$ cat config.mk
export PLATFORM = sky130hd
export DESIGN_NAME = abi_decoder
export DESIGN_NICKNAME = d
export VERILOG_FILES = /design/src/rtl/motor_pkg.sv /design/src/rtl/abi_input_filter.sv /design/src/rtl/abi_decoder.sv
export SDC_FILE = /design/constraint.sdc
export NUM_CORES = 1
export LEC_CHECK = 0
export BUFFER_PORTS_ARGS = -buffer_cell sky130_fd_sc_hd__buf_2
export CORE_MARGIN = 2
export CORE_UTILIZATION = 30
export DETAILED_ROUTE_END_ITERATION = 12
export PLACE_DENSITY_LB_ADDON = 0.08
export SYNTH_ARGS = -nofsm -noshare
export SYNTH_HDL_FRONTEND = slang
export SYNTH_SLANG_ARGS = --single-unit
$ cat constraint.sdc
create_clock -name i_clk -period 6.2 [get_ports i_clk]
set_input_delay 0.31 -clock i_clk [delete_from_list [all_inputs] [get_ports i_clk]]
set_output_delay 0.31 -clock i_clk [all_outputs]
set_load 0.01 [all_outputs]
$ cat src/rtl/motor_pkg.sv
// Shared motor-path types: quadrature decoder FSM states, the 2-bit {A,B} state type
// and the forward-successor rule for the quadrature sequence 00 -> 10 -> 11 -> 01 -> 00.
package motor_pkg;

  typedef enum logic {
    INIT,
    TRACK
  } abi_state_e;

  typedef logic [1:0] quad_t;

  function automatic quad_t quad_fwd_next(input quad_t q);
    case (q)
      2'b00:   return 2'b10;
      2'b10:   return 2'b11;
      2'b11:   return 2'b01;
      default: return 2'b00;
    endcase
  endfunction

endpackage

$ cat src/rtl/abi_input_filter.sv
// Single-bit 2-FF synchroniser followed by an optional debounce filter.
// With ABI_FILTER_EN defined the output flips only after K_FILTER_LEN consecutive differing cycles.
module abi_input_filter
`ifdef ABI_FILTER_EN
  #(parameter int K_FILTER_LEN = 4)
`endif
(
  input  logic i_clk,
  input  logic i_rst_n,
  input  logic i_raw,
  output logic o_filt
);

  logic sync1_q, sync1_d;
  logic sync2_q, sync2_d;

  always_comb begin
    sync1_d = i_raw;
    sync2_d = sync1_q;
  end

  always_ff @(posedge i_clk or negedge i_rst_n) begin
    if (!i_rst_n) begin
      sync1_q <= 1'b0;
      sync2_q <= 1'b0;
    end else begin
      sync1_q <= sync1_d;
      sync2_q <= sync2_d;
    end
  end

`ifdef ABI_FILTER_EN
  localparam int CW = (K_FILTER_LEN > 1) ? $clog2(K_FILTER_LEN) : 1;
  localparam logic [CW-1:0] CNT_LAST = CW'(K_FILTER_LEN - 1);

  logic          filt_q, filt_d;
  logic [CW-1:0] cnt_q, cnt_d;

  // Counter only advances while the input disagrees; the K-th disagreeing cycle flips the output.
  always_comb begin
    filt_d = filt_q;
    cnt_d  = '0;
    if (sync2_q != filt_q) begin
      if (cnt_q == CNT_LAST) begin
        filt_d = sync2_q;
      end else begin
        cnt_d = cnt_q + 1'b1;
      end
    end
  end

  always_ff @(posedge i_clk or negedge i_rst_n) begin
    if (!i_rst_n) begin
      filt_q <= 1'b0;
      cnt_q  <= '0;
    end else begin
      filt_q <= filt_d;
      cnt_q  <= cnt_d;
    end
  end

  assign o_filt = filt_q;
`else
  assign o_filt = sync2_q;
`endif

endmodule

$ cat src/rtl/abi_decoder.sv
// Quadrature A/B/Index front-end: step triggers with direction, wrapping position, index re-zero.
// Optional input debounce is compiled in with ABI_FILTER_EN.
module abi_decoder
  import motor_pkg::*;
#(
  parameter int K_CPR        = 4096,
  parameter int K_FILTER_LEN = 4
) (
  input  logic                     i_clk,
  input  logic                     i_rst_n,
  input  logic                     i_a,
  input  logic                     i_b,
  input  logic                     i_i,
  input  logic                     i_enable,
  input  logic                     i_dir_invert,
  input  logic                     i_index_clear_en,
  input  logic                     i_err_clear,
  output logic                     o_step_trigger,
  output logic                     o_step_dir,
  output logic [$clog2(K_CPR)-1:0] o_position,
  output logic                     o_index_pulse,
  output logic                     o_index_seen,
  output logic                     o_err_illegal
);

  localparam int PW = $clog2(K_CPR);
`ifdef ABI_FILTER_EN
  localparam int INIT_LEN = K_FILTER_LEN + 3;
`else
  localparam int INIT_LEN = 3;
`endif
  // Init counter is sized for the filtered build so both builds share one declaration.
  localparam int ICW = $clog2(K_FILTER_LEN + 4);
  localparam logic [ICW-1:0] INIT_LAST = ICW'(INIT_LEN - 1);
  localparam logic [PW-1:0]  POS_MAX   = PW'(K_CPR - 1);

  logic a_f, b_f, i_f;

`ifdef ABI_FILTER_EN
  abi_input_filter #(.K_FILTER_LEN(K_FILTER_LEN)) u_filt_a (.i_clk(i_clk), .i_rst_n(i_rst_n), .i_raw(i_a), .o_filt(a_f));
  abi_input_filter #(.K_FILTER_LEN(K_FILTER_LEN)) u_filt_b (.i_clk(i_clk), .i_rst_n(i_rst_n), .i_raw(i_b), .o_filt(b_f));
  abi_input_filter #(.K_FILTER_LEN(K_FILTER_LEN)) u_filt_i (.i_clk(i_clk), .i_rst_n(i_rst_n), .i_raw(i_i), .o_filt(i_f));
`else
  abi_input_filter u_filt_a (.i_clk(i_clk), .i_rst_n(i_rst_n), .i_raw(i_a), .o_filt(a_f));
  abi_input_filter u_filt_b (.i_clk(i_clk), .i_rst_n(i_rst_n), .i_raw(i_b), .o_filt(b_f));
  abi_input_filter u_filt_i (.i_clk(i_clk), .i_rst_n(i_rst_n), .i_raw(i_i), .o_filt(i_f));
`endif

  abi_state_e     state_q, state_d;
  logic [ICW-1:0] init_cnt_q, init_cnt_d;
  quad_t          ref_ab_q, ref_ab_d;
  logic           ref_i_q, ref_i_d;
  logic           step_trigger_q, step_trigger_d;
  logic           step_dir_q, step_dir_d;
  logic [PW-1:0]  position_q, position_d;
  logic           index_pulse_q, index_pulse_d;
  logic           index_seen_q, index_seen_d;
  logic           err_illegal_q, err_illegal_d;

  quad_t         cur_ab;
  logic          is_fwd, is_bwd;
  logic [PW-1:0] pos_inc, pos_dec;

  assign cur_ab  = {a_f, b_f};
  assign is_fwd  = (cur_ab == quad_fwd_next(ref_ab_q));
  assign is_bwd  = (ref_ab_q == quad_fwd_next(cur_ab));
  // Explicit wrap compares keep the modulo correct for non-power-of-2 K_CPR.
  assign pos_inc = (position_q == POS_MAX) ? '0 : position_q + 1'b1;
  assign pos_dec = (position_q == '0) ? POS_MAX : position_q - 1'b1;

  always_comb begin
    state_d        = state_q;
    init_cnt_d     = init_cnt_q;
    ref_ab_d       = ref_ab_q;
    ref_i_d        = ref_i_q;
    step_trigger_d = 1'b0;
    step_dir_d     = step_dir_q;
    position_d     = position_q;
    index_pulse_d  = 1'b0;
    index_seen_d   = index_seen_q;
    err_illegal_d  = err_illegal_q;

    if (i_err_clear) begin
      err_illegal_d = 1'b0;
    end

    case (state_q)
      INIT: begin
        if (init_cnt_q == INIT_LAST) begin
          ref_ab_d = cur_ab;
          ref_i_d  = i_f;
          state_d  = TRACK;
        end else begin
          init_cnt_d = init_cnt_q + 1'b1;
        end
      end
      TRACK: begin
        ref_ab_d = cur_ab;
        ref_i_d  = i_f;
        if (is_fwd || is_bwd) begin
          if (i_enable) begin
            step_trigger_d = 1'b1;
            step_dir_d     = is_bwd ^ i_dir_invert;
            position_d     = (is_bwd ^ i_dir_invert) ? pos_dec : pos_inc;
          end
        end else if (cur_ab != ref_ab_q) begin
          err_illegal_d = 1'b1;
        end
        // Index re-zero overrides any simultaneous +/-1 but the step trigger still fires.
        if (i_f && !ref_i_q) begin
          index_pulse_d = 1'b1;
          index_seen_d  = 1'b1;
          if (i_index_clear_en && i_enable) begin
            position_d = '0;
          end
        end
      end
      default: state_d = INIT;
    endcase
  end

  always_ff @(posedge i_clk or negedge i_rst_n) begin
    if (!i_rst_n) begin
      state_q        <= INIT;
      init_cnt_q     <= '0;
      ref_ab_q       <= 2'b00;
      ref_i_q        <= 1'b0;
      step_trigger_q <= 1'b0;
      step_dir_q     <= 1'b0;
      position_q     <= '0;
      index_pulse_q  <= 1'b0;
      index_seen_q   <= 1'b0;
      err_illegal_q  <= 1'b0;
    end else begin
      state_q        <= state_d;
      init_cnt_q     <= init_cnt_d;
      ref_ab_q       <= ref_ab_d;
      ref_i_q        <= ref_i_d;
      step_trigger_q <= step_trigger_d;
      step_dir_q     <= step_dir_d;
      position_q     <= position_d;
      index_pulse_q  <= index_pulse_d;
      index_seen_q   <= index_seen_d;
      err_illegal_q  <= err_illegal_d;
    end
  end

  assign o_step_trigger = step_trigger_q;
  assign o_step_dir     = step_dir_q;
  assign o_position     = position_q;
  assign o_index_pulse  = index_pulse_q;
  assign o_index_seen   = index_seen_q;
  assign o_err_illegal  = err_illegal_q;

endmodule
==> results.cfg <==
[placed_design]
place_area_mm2 = 0.001988
port-buffer-count = 25
detailed_place_hpwl_um = 3199
pre_cts_ws_ns = 3.933
place.gp.congestion = 0.8392

[timing]
drv_slew = 0
setup_viol = 0
fin_crit_ns = 2.294
slew_headroom_pct = 46.11
fin_setup_tns_ns = 0
hold_viol = 0
rsz0062_at_grt = false
max_freq_mhz = 435.8
fin_skew_ns = 0.01444
fin_crit_sh_pct = 37.01
fin_ws_ns = 3.906
worst_slew_pin_slew_ns = 0.8029

[final_layout]
largest_reg_flops = 12
antennaDiodeCount = 0
area_growth_pct = 12.51
final_common_cell = dfrtp_1
final_cell_mix = dfrtp_1 (30), buf_2 (25), nor2_1 (17), nand2_1 (16), nand3_1 (12)
fin_nets = 229
layout-drive-gt1-share_pct = 23.36
final_cell_area_mm2 = 0.002071

[detailed_routing]
finalWirelength_um = 4493
first_pass_iters = 4
vias_per_cell = 5.190
antenna_left = 0
drt-initial-drc-count = 86
wl_per_cell_um = 15.55
num_vias = 1500
drcViolationCount = 0

[pwr]
vdd_drop_max_uv = 114.4
p_leak_nw = 0.8813
p_per_area_mw_per_mm2 = 374.0
p_total_uw = 774.4

[die]
start_util_pct = 31.09
pin_count = 26
dieArea_mm2 = 0.006777
core_area_mm2 = 0.005921
rows = 28
die_w_um = 82.33
die_h_um = 82.33

[job]
drv_cap = 0

[clock_network]
htreeDepth = 2
insertion_delay_ns = 0.28
clockBufferDepth = 2
cts_sinks = 30
post-cts-setup-buffers = 0
clk_pin_slew_ns = 0.07
cts-root-buf = clkbuf_8
cts_resized = 0
ctsHoldBuffers = 0
cts_buffers = 5
cts_tree = yes

[setup_path]
crit_path_start_kind = flop
crit_slowest_cell = or4b_4
cp_max_fo = 9
rr_worst_depth = 8
r2r_setup_slack_ns = 3.91
crit_path_end = o_position[4]
end_kind = flop
slowest_delay_ns = 0.49
crit_start = o_position[0]
path_cells = inv_1, ha_1, or4b_4, nor3_4, a21oi_4, a221oi_2, nor2_1, a211oi_2
r2r_end = o_position[4]
arrival_ns = 2.49
worst_ep_required_time_ns = 6.39
path_class = reg -> reg
r2r_start = o_position[0]

[global_routing]
antenna_found_initial = 0
grt_pass1_vias = 1470
grt_max_degree = 31
grt-ovfl-total = 0
grt_pass1_wl_um = 7231
track_usage_pct = 14.30

[yosys]
ys_seq_area_share_pct = 40.79
async_flop_share_pct = 100.0
syn-num-nets = 209
ys.flop_type = dfrtp_1
synth_cell_types = 56
synth-seq-cells = 30
avgSynthCellArea_um2 = 9.439
syn-instance-count = 195
ys_warn_count = 0
synth_area_mm2 = 0.001841
synth-edff-count = 0

[min_path]
hp-class = in -> async

[status]
status = complete, no violations
==> worst min path at each step <==
stage | endpoint | depth (start not counted)
5_1_grt | u_filt_b.sync1_q | 1
3_5_place_dp | u_filt_b.o_filt | 0
4_1_cts | o_position[3] | 1
6_report | o_position[3] | 1
3_3_place_gp | u_filt_i.o_filt | 0
2_1_floorplan | init_cnt_q[0] | 0
==> through the flow <==
step	instances	hold slack (ns)	utilization, %
2_1_floorplan	195	0.01441	-
3_3_place_gp	283	0.3325	33.58
3_5_place_dp	283	0.3356	33.58
4_1_cts	289	0.1055	34.97
5_1_grt	289	0.1196	34.97
6_report	289	0.07137	34.97
==> area by class of cell <==
cell class | count | area [um2]
well taps | 75 | 93.84
fillers | 619 | 3850
inverters | 9 | 33.78
flip-flops and latches | 30 | 750.7
repair buffers | 25 | 125.1
multi-input cells | 144 | 984.7
clock buffers | 6 | 82.58
==> report_power, final <==
part | internal (mW) | switching (mW)
clock network | 0.0855 | 0.0732
registers | 0.236 | 0.0867
logic | 0.125 | 0.168
==> cells in the mapped netlist (2+ instances only) <==
cell / instances / area, um2
dfrtp_1: 30 / 750.7
o21ai_0: 10 / 50.05
buf_2: 6 / 30.03
ha_1: 5 / 62.56
and3_1: 2 / 12.51
a221oi_1: 2 / 17.52
xnor2_1: 9 / 78.83
clkbuf_1: 3 / 11.26
nand3_1: 12 / 60.06
a21o_1: 2 / 15.01
a21oi_1: 7 / 35.03
and2_1: 3 / 18.77
inv_1: 9 / 33.78
a211oi_1: 4 / 30.03
xor2_1: 2 / 17.52
nor2_1: 17 / 63.81
or4_1: 2 / 15.01
nand2_1: 16 / 60.06
mux2_2: 4 / 45.04
nor2b_1: 2 / 12.51
nand4_1: 2 / 12.51
a211oi_2: 2 / 25.02
o21ai_1: 3 / 15.01
o31ai_1: 3 / 22.52
buf_6: 2 / 22.52
nor3_1: 6 / 30.03
==> logic make-up after synthesis <==
kind of cell               synth area share [%]
AOI/OAI and AO/OA                         17.74
xor gates and xnor gates                  5.235
adders and majority gates                 3.399
buffers and inverters                     5.710
DFF                                       40.79
muxes                                     2.991
and+or+nand+nor                           24.13
==> worst max-delay path, delay by kind of cell, from the launching register on <==
kind,cells,cell delay [ns]
flip-flops,1,0.47
adder cells (fa/ha/maj),1,0.15
AND/OR/NAND/NOR,3,0.89
AO/OA/AOI/OAI,3,0.55
buffers and inverters,1,0.14
==> per-layer routing <==
metal | wire length, um | GRT usage [%]
met3 | 208 | 3.587
met2 | 2311 | 24.03
met4 | 40 | 4.833
met5 | 0 | 0
met1 | 1933 | 17.82
Power figures use the tool's default switching activity.
